[src/rtl/mem_pkg.sv]
// ----------------------------------------------------------------------------
// Module : mem_pkg
// Brief  : Shared FSM state encoding, grant encodings and default widths
//          for the two-port memory arbiter.
// Rev    : 1.0  initial release
// ----------------------------------------------------------------------------
`default_nettype none

package mem_pkg;

  localparam int DEF_DATA_WIDTH    = 8;
  localparam int DEF_RAM_DEPTH     = 1024;
  localparam int DEF_ADDRESS_WIDTH = $clog2(DEF_RAM_DEPTH);

  typedef enum logic [1:0] {
    IDLE   = 2'd0,
    ACCESS = 2'd1,
    WAIT   = 2'd2,
    RESP   = 2'd3
  } state_t;

  // One-hot grant vector: bit 0 = requester A, bit 1 = requester B
  localparam logic [1:0] GNT_NONE = 2'b00;
  localparam logic [1:0] GNT_A    = 2'b01;
  localparam logic [1:0] GNT_B    = 2'b10;

endpackage

`default_nettype wire

[src/rtl/mem_port_arbiter_if.sv]
// ----------------------------------------------------------------------------
// Module : mem_port_arbiter_if
// Brief  : Requester and RAM-side signal bundle for mem_port_arbiter.
// Rev    : 1.0  initial release
// ----------------------------------------------------------------------------
`default_nettype none

interface mem_port_arbiter_if
  import mem_pkg::*;
#(
  parameter int DATA_WIDTH    = DEF_DATA_WIDTH,
  parameter int ADDRESS_WIDTH = DEF_ADDRESS_WIDTH
);

  logic                     req_a_ip;
  logic                     req_b_ip;
  logic                     we_a_ip;
  logic                     we_b_ip;
  logic [ADDRESS_WIDTH-1:0] address_a_ip;
  logic [ADDRESS_WIDTH-1:0] address_b_ip;
  logic [DATA_WIDTH-1:0]    data_a_ip;
  logic [DATA_WIDTH-1:0]    data_b_ip;
  logic                     ack_a_op;
  logic                     ack_b_op;
  logic [DATA_WIDTH-1:0]    rdata_op;
  logic                     ram_cs_op;
  logic                     ram_we_op;
  logic                     ram_oe_op;
  logic [ADDRESS_WIDTH-1:0] ram_address_op;
  logic [DATA_WIDTH-1:0]    ram_data_op;
  logic [DATA_WIDTH-1:0]    ram_rdata_ip;
  logic                     busy_op;

  // Arbiter side
  modport slave (
    input  req_a_ip, req_b_ip, we_a_ip, we_b_ip,
    input  address_a_ip, address_b_ip, data_a_ip, data_b_ip,
    input  ram_rdata_ip,
    output ack_a_op, ack_b_op, rdata_op,
    output ram_cs_op, ram_we_op, ram_oe_op, ram_address_op, ram_data_op,
    output busy_op
  );

  // Requesters plus RAM environment
  modport master (
    output req_a_ip, req_b_ip, we_a_ip, we_b_ip,
    output address_a_ip, address_b_ip, data_a_ip, data_b_ip,
    output ram_rdata_ip,
    input  ack_a_op, ack_b_op, rdata_op,
    input  ram_cs_op, ram_we_op, ram_oe_op, ram_address_op, ram_data_op,
    input  busy_op
  );

endinterface

`default_nettype wire

[src/rtl/mem_port_arbiter_rr_arb2.sv]
// ----------------------------------------------------------------------------
// Module : rr_arb2
// Brief  : Two-way round-robin selector; a tie goes to the requester that
//          was not granted last.
// Rev    : 1.0  initial release
// ----------------------------------------------------------------------------
`default_nettype none

module rr_arb2
  import mem_pkg::*;
(
  input  logic [1:0] req,     // bit 0 = A, bit 1 = B
  input  logic       last_b,  // 1 = B was granted most recently
  output logic [1:0] grant
);

  always_comb begin
    grant = GNT_NONE;
    case (req)
      2'b01:   grant = GNT_A;
      2'b10:   grant = GNT_B;
      2'b11:   grant = last_b ? GNT_A : GNT_B;
      default: grant = GNT_NONE;
    endcase
  end

endmodule

`default_nettype wire

[src/rtl/mem_port_arbiter.sv]
// ----------------------------------------------------------------------------
// Module : mem_port_arbiter
// Brief  : Round-robin arbiter sharing one single-port synchronous RAM
//          between two requesters; all outputs registered.
// Rev    : 1.0  initial release
// ----------------------------------------------------------------------------
`default_nettype none

module mem_port_arbiter
  import mem_pkg::*;
#(
  parameter int DATA_WIDTH    = DEF_DATA_WIDTH,
  parameter int RAM_DEPTH     = DEF_RAM_DEPTH,
  parameter int ADDRESS_WIDTH = $clog2(RAM_DEPTH)
)(
  input  logic                clk_ip,
  input  logic                rst_ip,
  mem_port_arbiter_if.slave   bus
);

  state_t                   r_state;
  state_t                   w_state_next;
  logic                     r_last_b;
  logic [1:0]               w_grant;
  logic                     w_start;

  logic                     w_sel_we;
  logic [ADDRESS_WIDTH-1:0] w_sel_addr;
  logic [DATA_WIDTH-1:0]    w_sel_data;

  logic                     r_we;
  logic                     r_gnt_b;
  logic [ADDRESS_WIDTH-1:0] r_addr;
  logic [DATA_WIDTH-1:0]    r_data;
  logic [DATA_WIDTH-1:0]    r_rdata;
  logic                     r_cs;
  logic                     r_ram_we;
  logic                     r_oe;
  logic                     r_ack_a;
  logic                     r_ack_b;
  logic                     r_busy;

  rr_arb2 u_rr_arb2 (
    .req    ({bus.req_b_ip, bus.req_a_ip}),
    .last_b (r_last_b),
    .grant  (w_grant)
  );

  // Requests are only considered while idle; elsewhere they are ignored
  assign w_start    = (r_state == IDLE) && (w_grant != GNT_NONE);
  assign w_sel_we   = w_grant[1] ? bus.we_b_ip      : bus.we_a_ip;
  assign w_sel_addr = w_grant[1] ? bus.address_b_ip : bus.address_a_ip;
  assign w_sel_data = w_grant[1] ? bus.data_b_ip    : bus.data_a_ip;

  always_ff @(posedge clk_ip or posedge rst_ip) begin
    if (rst_ip) begin
      r_state <= IDLE;
    end else begin
      r_state <= w_state_next;
    end
  end

  always_comb begin
    w_state_next = r_state;
    case (r_state)
      IDLE:    if (w_start) w_state_next = ACCESS;
      ACCESS:  w_state_next = r_we ? RESP : WAIT;
      WAIT:    w_state_next = RESP;
      RESP:    w_state_next = IDLE;
      default: w_state_next = IDLE;
    endcase
  end

  // Winner's command and the round-robin pointer, latched at grant
  always_ff @(posedge clk_ip or posedge rst_ip) begin
    if (rst_ip) begin
      r_we     <= 1'b0;
      r_gnt_b  <= 1'b0;
      r_addr   <= '0;
      r_data   <= '0;
      r_last_b <= 1'b1;
    end else if (w_start) begin
      r_we     <= w_sel_we;
      r_gnt_b  <= w_grant[1];
      r_addr   <= w_sel_addr;
      r_data   <= w_sel_data;
      r_last_b <= w_grant[1];
    end
  end

  // Outputs are decoded from the next state so they line up with it
  always_ff @(posedge clk_ip or posedge rst_ip) begin
    if (rst_ip) begin
      r_cs     <= 1'b0;
      r_ram_we <= 1'b0;
      r_oe     <= 1'b0;
      r_ack_a  <= 1'b0;
      r_ack_b  <= 1'b0;
      r_busy   <= 1'b0;
    end else begin
      r_cs     <= (w_state_next == ACCESS);
      r_ram_we <= (w_state_next == ACCESS) &&  w_sel_we;
      r_oe     <= (w_state_next == ACCESS) && !w_sel_we;
      r_ack_a  <= (w_state_next == RESP)   && !r_gnt_b;
      r_ack_b  <= (w_state_next == RESP)   &&  r_gnt_b;
      r_busy   <= (w_state_next != IDLE);
    end
  end

  // RAM data is valid during WAIT; hold it until the next read capture
  always_ff @(posedge clk_ip or posedge rst_ip) begin
    if (rst_ip) begin
      r_rdata <= '0;
    end else if (r_state == WAIT) begin
      r_rdata <= bus.ram_rdata_ip;
    end
  end

  assign bus.ack_a_op       = r_ack_a;
  assign bus.ack_b_op       = r_ack_b;
  assign bus.rdata_op       = r_rdata;
  assign bus.ram_cs_op      = r_cs;
  assign bus.ram_we_op      = r_ram_we;
  assign bus.ram_oe_op      = r_oe;
  assign bus.ram_address_op = r_addr;
  assign bus.ram_data_op    = r_data;
  assign bus.busy_op        = r_busy;

endmodule

`default_nettype wire

[src/flat_wrapper.sv]
// flat-port wrapper written by rule: the top's interface ports become plain ports
module mem_port_arbiter_flat import mem_pkg::*;
#(
  parameter int DATA_WIDTH    = DEF_DATA_WIDTH,
  parameter int RAM_DEPTH     = DEF_RAM_DEPTH,
  parameter int ADDRESS_WIDTH = $clog2(RAM_DEPTH)
)
  (clk_ip, rst_ip, bus_req_a_ip, bus_req_b_ip, bus_we_a_ip, bus_we_b_ip, bus_address_a_ip, bus_address_b_ip, bus_data_a_ip, bus_data_b_ip, bus_ram_rdata_ip, bus_ack_a_op, bus_ack_b_op, bus_rdata_op, bus_ram_cs_op, bus_ram_we_op, bus_ram_oe_op, bus_ram_address_op, bus_ram_data_op, bus_busy_op);
  mem_port_arbiter_if #(.DATA_WIDTH(DATA_WIDTH), .ADDRESS_WIDTH(ADDRESS_WIDTH)) bus_i ();
  input  logic clk_ip;
  input  logic rst_ip;
  input wire logic [$bits(bus_i.req_a_ip)-1:0] bus_req_a_ip;
  input wire logic [$bits(bus_i.req_b_ip)-1:0] bus_req_b_ip;
  input wire logic [$bits(bus_i.we_a_ip)-1:0] bus_we_a_ip;
  input wire logic [$bits(bus_i.we_b_ip)-1:0] bus_we_b_ip;
  input wire logic [$bits(bus_i.address_a_ip)-1:0] bus_address_a_ip;
  input wire logic [$bits(bus_i.address_b_ip)-1:0] bus_address_b_ip;
  input wire logic [$bits(bus_i.data_a_ip)-1:0] bus_data_a_ip;
  input wire logic [$bits(bus_i.data_b_ip)-1:0] bus_data_b_ip;
  input wire logic [$bits(bus_i.ram_rdata_ip)-1:0] bus_ram_rdata_ip;
  output wire logic [$bits(bus_i.ack_a_op)-1:0] bus_ack_a_op;
  output wire logic [$bits(bus_i.ack_b_op)-1:0] bus_ack_b_op;
  output wire logic [$bits(bus_i.rdata_op)-1:0] bus_rdata_op;
  output wire logic [$bits(bus_i.ram_cs_op)-1:0] bus_ram_cs_op;
  output wire logic [$bits(bus_i.ram_we_op)-1:0] bus_ram_we_op;
  output wire logic [$bits(bus_i.ram_oe_op)-1:0] bus_ram_oe_op;
  output wire logic [$bits(bus_i.ram_address_op)-1:0] bus_ram_address_op;
  output wire logic [$bits(bus_i.ram_data_op)-1:0] bus_ram_data_op;
  output wire logic [$bits(bus_i.busy_op)-1:0] bus_busy_op;
  assign bus_i.req_a_ip = bus_req_a_ip;
  assign bus_i.req_b_ip = bus_req_b_ip;
  assign bus_i.we_a_ip = bus_we_a_ip;
  assign bus_i.we_b_ip = bus_we_b_ip;
  assign bus_i.address_a_ip = bus_address_a_ip;
  assign bus_i.address_b_ip = bus_address_b_ip;
  assign bus_i.data_a_ip = bus_data_a_ip;
  assign bus_i.data_b_ip = bus_data_b_ip;
  assign bus_i.ram_rdata_ip = bus_ram_rdata_ip;
  assign bus_ack_a_op = bus_i.ack_a_op;
  assign bus_ack_b_op = bus_i.ack_b_op;
  assign bus_rdata_op = bus_i.rdata_op;
  assign bus_ram_cs_op = bus_i.ram_cs_op;
  assign bus_ram_we_op = bus_i.ram_we_op;
  assign bus_ram_oe_op = bus_i.ram_oe_op;
  assign bus_ram_address_op = bus_i.ram_address_op;
  assign bus_ram_data_op = bus_i.ram_data_op;
  assign bus_busy_op = bus_i.busy_op;
  mem_port_arbiter #(.DATA_WIDTH(DATA_WIDTH), .RAM_DEPTH(RAM_DEPTH), .ADDRESS_WIDTH(ADDRESS_WIDTH)) u_core (.clk_ip(clk_ip), .rst_ip(rst_ip), .bus(bus_i));
endmodule
[config.mk]
export PLATFORM = sky130hd
export DESIGN_NAME = mem_port_arbiter_flat
export DESIGN_NICKNAME = d
export VERILOG_FILES = /design/src/rtl/mem_pkg.sv /design/src/rtl/mem_port_arbiter_if.sv /design/src/rtl/mem_port_arbiter_rr_arb2.sv /design/src/rtl/mem_port_arbiter.sv /design/src/flat_wrapper.sv
export SDC_FILE = /design/constraint.sdc
export NUM_CORES = 1
export LEC_CHECK = 0
export CAP_MARGIN = 20
export CORE_MARGIN = 2
export CORE_UTILIZATION = 41
export CTS_BUF_LIST = sky130_fd_sc_hd__clkbuf_4 sky130_fd_sc_hd__clkbuf_8
export CTS_CLUSTER_SIZE = 8
export DETAILED_ROUTE_END_ITERATION = 7
export GPL_TIMING_DRIVEN = 0
export PLACE_DENSITY = 0.81
export REMOVE_ABC_BUFFERS = 1
export SYNTH_ARGS = -nofsm -noshare
export SYNTH_HDL_FRONTEND = slang
export SYNTH_SLANG_ARGS = --single-unit
[constraint.sdc]
create_clock -name clk_ip -period 2.22 [get_ports clk_ip]
set_clock_uncertainty 0.15 [all_clocks]
set_input_delay 0.444 -clock clk_ip [delete_from_list [all_inputs] [get_ports clk_ip]]
set_output_delay 0.444 -clock clk_ip [all_outputs]
set_load 0.01 [all_outputs]
==> results.yml, run 1 <==
sta:
  period_share: 0.947
  worst_slack_ns: 0.118
  fmax_mhz: 476
  finalSetupViolCount: 0
  rsz0062_at_grt: "false"
  tightest_slew_ns: 0.893
  drv_slew: 0
  hold_violations: 0
  slew_headroom: 0.405
  finalCriticalPeriod_ns: 2.10
placement:
  postPlaceCellArea_mm2: 0.00247
  dp.cells: 275
  portBuffers: 81
  hpwl_mm: 2.64
  place_congestion: 0.729
  post-place-ws_ns: -0.181
global_route:
  grtUsageTotal: 0.184
  overflow: 0
  grt_antenna_before_repair: 0
  grt_max_degree: 38
  grt_pass1_vias: 1356
  grt_pass1_wl_mm: 6.15
critical_path:
  endpoint_kind: "register"
  crit_path_start_kind: "primary input"
  cpPeakStageDelay_ns: 0.71
  arrival_ns: 2.16
  critPathSlowestCell: "clkdlybuf4s50_1"
  crit_required_ns: 2.28
  path_class: "primary input to register"
  path_max_fanout: 20
  critPathTopFamily: "buffers and inverters"
  path_cells: "clkdlybuf4s50_1 -> a21bo_2 -> mux2i_2 -> nor3b_2"
  critPathBufInv: 1
finish:
  drive_gt1_frac: 0.159
  areaGrowthSynthToFinish_pct: 54.6
  utilization: 0.652
  final_area_mm2: 0.00257
  nets: 285
  final_cells: 283
  diodes: 0
synthesis:
  synth.cell_area_mm2: 0.00166
  async_flop_share: 1.00
  ys_types: 27
  synth_flop_cell: "dfrtp_1"
  ys_warn_count: 0
  synth_seq_cells: 37
  netlist.area_leader.share: 0.542
  synth_cells: 152
  ys_seq_area_frac: 0.558
  syn_avg_cell_area_um2: 10.9
  yosys-top-cells-area: "dfrtp_1, a21oi_1, a21oi_2, mux2_2, nor2_1"
  synth-edff-count: 0
  synth_top_cell_by_area: "dfrtp_1"
routing:
  drtIter0Drc: 116
  dr.pass1.iters: 4
  viasPerCell: 4.75
  ant_nets: 0
  vias: 1345
  wl_per_cell_um: 13.1
  wirelength_mm: 3.71
  drc: 0
power:
  ir_drop_mv: 0.470
  p_leak_nw: 1.09
  power_density_mw_per_mm2: 1320
  power_mw: 3.40
floorplanning:
  die_height_um: 67.7
  io_pins: 82
  die_x_um: 67.7
  coreArea_mm2: 0.00394
  die-area_mm2: 0.00458
  num_rows: 23
  initial_core_util: 0.422
clocking:
  cts.repair.resized: 0
  clkLatencyLatePin_ns: 0.28
  clock_sinks: 37
  cts_root_buffer: "clkbuf_8"
  htree_num_levels: 2
  cts_buffers: 5
  postCtsHoldBufs: 0
  clkTransAtPathRegs_ns: 0.07
  post_cts.repair.setup_buffers: 0
  cts_tree: "yes"
  cts_buffer_depth: 2
outcome:
  outcome: "complete, no violations"
hold_path:
  hp-class: "register to register"
flow_run:
  cap_violations: 0
## stage by stage
step	setup TNS [ns]	hold WS, ns
2_1_floorplan	0	0.271
3_3_place_gp	-2.82	0.293
3_5_place_dp	-2.41	0.310
4_1_cts	0	0.321
5_1_grt	0	0.343
6_report	0	0.318
## power by group
part	switching, mW	internal [mW]
Combinational	0.789	0.928
Sequential	0.164	1.01
Clock	0.222	0.280
Total	1.17	2.22
## cells in the mapped netlist, types with 2 or more instances
| cell | n |
|---|---|
| inv_2 | 2 |
| dfrtp_1 | 36 |
| ha_1 | 3 |
| buf_6 | 4 |
| a21oi_2 | 11 |
| mux2_2 | 8 |
| nor2_1 | 20 |
| inv_1 | 3 |
| buf_2 | 3 |
| nand2_1 | 19 |
| a21oi_1 | 27 |
## cells by family (layout without fill, tap and decap cells)
kind of cell,after synthesis,in the layout,synth area share
compound gates,46,46,0.195
fa+ha+maj,3,3,0.0226
buf+inv,13,94,0.0519
flops,37,37,0.558
mux,9,9,0.0625
simple gates,44,44,0.111
## path summary, 6_finish.rpt
check,from,end,slack (ns),depth (start not counted)
worst max-delay path,bus_req_a_ip,u_core.bus.ram_oe_op$_DFF_PP0_,0.12,4
worst min-delay path,u_core.r_gnt_b$_DFFE_PP0P_,u_core.bus.ack_a_op$_DFF_PP0_,0.32,1
worst max register to register,u_core.r_state[0]$_DFF_PP0_,u_core.bus.ram_data_op[2]$_DFFE_PP0P_,0.27,5
worst min register to register,u_core.r_gnt_b$_DFFE_PP0P_,u_core.bus.ack_a_op$_DFF_PP0_,0.32,1
max in group asynchronous,rst_ip,u_core.bus.ram_data_op[0]$_DFFE_PP0P_,0.97,2
min in group asynchronous,rst_ip,u_core.bus.rdata_op[3]$_DFFE_PP0N_,0.47,2
## cell usage in the layout, fill, tap and decap left out
cell             count
clkbuf_8             7
a21oi_1             27
inv_1                2
dfstp_2              1
nor3b_1              1
nor3_1               1
mux2_2               8
nand2_1             19
clkdlybuf4s50_1     81
a21oi_2             11
a31oi_1              1
a21bo_2              1
nor2_1              20
ha_1                 3
nand2b_1             1
o41ai_4              1
inv_2                3
o21a_1               1
clkinv_2             1
o21ai_1              1
o21ai_2              1
mux2i_2              1
a21boi_4             1
nor3b_2              1
and3_1               1
a211o_1              1
dfrtp_1             36
## sequential cells by signal (all words and copies together) (netlist names)
| name | count |
|---|---|
| u_core.r_state | 2 |
| u_core.bus.ram_we_op | 1 |
| u_core.bus.ram_data_op | 8 |
| u_core.bus.ram_oe_op | 1 |
| u_core.r_last_b | 1 |
| u_core.bus.rdata_op | 8 |
| u_core.bus.busy_op | 1 |
| u_core.bus.ram_address_op | 10 |
| u_core.bus.ram_cs_op | 1 |
| u_core.r_we | 1 |
| u_core.r_gnt_b | 1 |
| u_core.bus.ack_b_op | 1 |
| u_core.bus.ack_a_op | 1 |
## worst register-to-register path, stage by stage, from the launching register on
cell and delay [ns]:
dfrtp_1 0.43, inv_1 0.11, ha_1 0.30, o21a_1 0.64, nor2_1 0.09, a21oi_1 0.15
## final cells by class
type	instances	area, um2
fillers	332	1370
flip-flops and latches	37	927
repair buffers	81	811
multi-input cells	102	649
clock buffers	7	96.3
well taps	50	62.6
inverters	5	18.8
clock inverters	1	5.00
## routing by layer
metal / vias up / global-route usage / part of all wire
met5: - / 0 / 0
met3: 4 / 0.0700 / 0.092
met4: 0 / 0.0612 / 0.0094
met1: 616 / 0.214 / 0.41
li1: 669 / - / -
met2: 56 / 0.309 / 0.49
Note: power is estimated with default switching activity, not from simulation.
==> run 2: changes to the inputs <==
--- a/config.mk
+++ b/config.mk
@@ -5,14 +5,15 @@
 export SDC_FILE = /design/constraint.sdc
 export NUM_CORES = 1
 export LEC_CHECK = 0
+export ABC_AREA = 1
 export CAP_MARGIN = 20
 export CORE_MARGIN = 2
-export CORE_UTILIZATION = 41
+export CORE_UTILIZATION = 43
 export CTS_BUF_LIST = sky130_fd_sc_hd__clkbuf_4 sky130_fd_sc_hd__clkbuf_8
 export CTS_CLUSTER_SIZE = 8
 export DETAILED_ROUTE_END_ITERATION = 7
 export GPL_TIMING_DRIVEN = 0
-export PLACE_DENSITY = 0.81
+export PLACE_DENSITY = 0.83
 export REMOVE_ABC_BUFFERS = 1
 export SYNTH_ARGS = -nofsm -noshare
 export SYNTH_HDL_FRONTEND = slang
==> results.yml, run 2 <==
outcome:
  outcome: "complete, no violations"
global_route:
  grt_use_met1: 0.201
  top_usage_layer: "met2"
  grt_use_met3: 0.0666
  use_met2: 0.346
  grt_pass1_wl_mm: 6.71
  grt_antenna_before_repair: 0
  grt_pass1_vias: 1592
  grtUsageTotal: 0.189
  grt_max_degree: 24
  overflow: 0
sta:
  finalSetupViolCount: 0
  fmax_mhz: 485
  tightest_slew_ns: 0.628
  rsz0062_at_grt: "false"
  drv_slew: 0
  finalCriticalPeriod_ns: 2.06
  slew_headroom: 0.581
  whs_ns: 0.276
  hold_violations: 0
  period_share: 0.929
critical_path:
  cpPeakStageDelay_ns: 0.49
  endpoint_kind: "register"
  crit_required_ns: 2.25
  critPathSlowestCell: "clkdlybuf4s15_2"
  crit_path_start_kind: "primary input"
  rrSetupSlack_ns: 0.23
  cp_common_cell: "nand2_1"
  path_max_fanout: 23
  rr_startpoint: "u_core.r_state[0]$_DFF_PP0_"
  arrival_ns: 2.09
  ff2ff_path_depth: 7
  path_cells: "clkdlybuf4s15_2 -> nor2_1 -> nor2_4 -> inv_2 -> nand2_1 -> nand2_1"
  reg2reg_to: "u_core.r_we$_DFFE_PP0P_"
  path_class: "primary input to register"
routing:
  drc: 0
  drtIter0Drc: 87
  wl_per_cell_um: 11.3
  wirelength_mm: 4.00
  dr.pass1.iters: 4
  vias: 1647
  viasPerCell: 4.64
  ant_nets: 0
finish:
  drive_gt1_frac: 0.0754
  multi_input_area_um2: 644
  largest_reg_flops: 10
  diodes: 0
  nFillCells: 329
  areaGrowthSynthToFinish_pct: 54.1
  final_cells: 355
  register_area_um2: 927
  layout_common_cells: "clkdlybuf4s50_1, nand2_1, inv_1"
  nets: 357
  mostFrequentLayoutCell: "clkdlybuf4s50_1"
synthesis:
  ys_seq_area_frac: 0.516
  synth_top_cell_by_area: "dfrtp_1"
  synth_seq_cells: 37
  synth.cell_area_mm2: 0.00180
  synth_flop_cell: "dfrtp_1"
  ys_warn_count: 0
  synth-edff-count: 0
  ys_types: 13
  netlist.area_leader.share: 0.501
  yosys-top-cells-area: "dfrtp_1, nand2_1, nand3_1, inv_1, mux2_2"
  synth_cells: 226
  synth_top_cells_by_count: "nand2_1, inv_1, nand3_1"
  synth_most_common_cell: "nand2_1"
  syn_avg_cell_area_um2: 7.96
  async_flop_share: 1.00
clocking:
  postCtsHoldBufs: 0
  cts_buffers: 5
  clock_sinks: 37
  clkTransAtPathRegs_ns: 0.07
  post_cts.repair.setup_buffers: 0
  clkLatencyLatePin_ns: 0.28
  htree_num_levels: 2
  cts_tree: "yes"
  cts_root_buffer: "clkbuf_8"
  cts_buffer_depth: 2
floorplanning:
  die_height_um: 68.7
  coreArea_mm2: 0.00400
  die-area_mm2: 0.00471
  num_rows: 23
  io_pins: 82
  initial_core_util: 0.449
  die_x_um: 68.7
placement:
  place_congestion: 0.763
  hpwl_mm: 2.89
  dp.cells: 347
  portBuffers: 81
hold_path:
  hp-class: "register to register"
  holdPathStages: 1
  hold_end: "u_core.bus.ack_a_op$_DFF_PP0_"
  hp-start: "u_core.r_gnt_b$_DFFE_PP0P_"
power:
  power_mw: 3.39
  ir_drop_mv: 0.453
  p_leak_nw: 1.44
  power_density_mw_per_mm2: 1230
flow_run:
  cap_violations: 0
==> run 2: layout make-up <==
type | count | area share
tap | 50 | 0.0226
timing repair buffer | 82 | 0.303
clock buffer | 7 | 0.0325
sequential | 37 | 0.335
clock inverter | 1 | 0.0108
inverter | 47 | 0.0637
multi-input combinational | 131 | 0.233
==> run 2: logic make-up (layout without fill, tap and decap cells) <==
logic type      count (synthesis)  after routing  synth area share
fa+ha+maj                       3              3            0.0209
simple gates                  119            119             0.279
mux                             8              8            0.0501
flops                          37             37             0.516
compound gates                  1              1           0.00278
buf+inv                        58            137             0.132
==> run 2: power by group <==
part	internal, mW	leakage [nW]	switching, mW
sequential	1.01	0.448	0.152
clock	0.378	0.0619	0.218
combinational	0.848	0.927	0.784
total	2.24	1.44	1.15
==> run 2: stage by stage <==
stage / setup WS (ns) / TNS [ns] / util / cell area (um2)
2_1_floorplan: 0.420 / 0 / - / 1740
3_3_place_gp: -0.960 / -20.53 / 0.653 / 2610
5_1_grt: 0.00947 / 0 / 0.693 / 2770
3_5_place_dp: -1.01 / -21.43 / 0.660 / 2640
4_1_cts: 0.0237 / 0 / 0.692 / 2770
6_report: 0.158 / 0 / 0.693 / 2770
==> run 2: how the worst max path moves through the flow <==
stage | depth (start not counted) | slack (ns) | end | from
floorplan | 7 | 0.42 | u_core.r_we$_DFFE_PP0P_ | u_core.r_state[0]$_DFF_PP0_
detailed placement | 6 | -1.01 | u_core.r_we$_DFFE_PP0P_ | bus_req_b_ip
CTS | 6 | 0.02 | u_core.bus.ram_we_op$_DFF_PP0_ | bus_req_a_ip
global route | 6 | 0.009 | u_core.r_we$_DFFE_PP0P_ | bus_req_b_ip
finish | 6 | 0.16 | u_core.r_we$_DFFE_PP0P_ | bus_req_b_ip
global placement | 6 | -0.96 | u_core.bus.ram_address_op[5]$_DFFE_PP0P_ | bus_req_b_ip
==> run 2: worst max-delay path: cells and delay by family <==
| family | cells | cell delay (ns) |
|---|---|---|
| and+or+nand+nor | 4 | 0.84 |
| buffers and inverters | 2 | 0.79 |
==> run 2: repair_timing <==
item / in CTS / in global routing
resized for setup: 5 / 1
hold endpoints to repair: 0 / 0
setup endpoints to repair: 23 / 21
gates cloned: 0 / 0
==> run 2: metal layers <==
layer  part of all wire  vias up  wire length [um]
met1               0.42      750              1670
met5                  0        -                 0
met2               0.49       59              1970
met4             0.0063        0                25
met3              0.083        6               332
li1                   -      832                 -
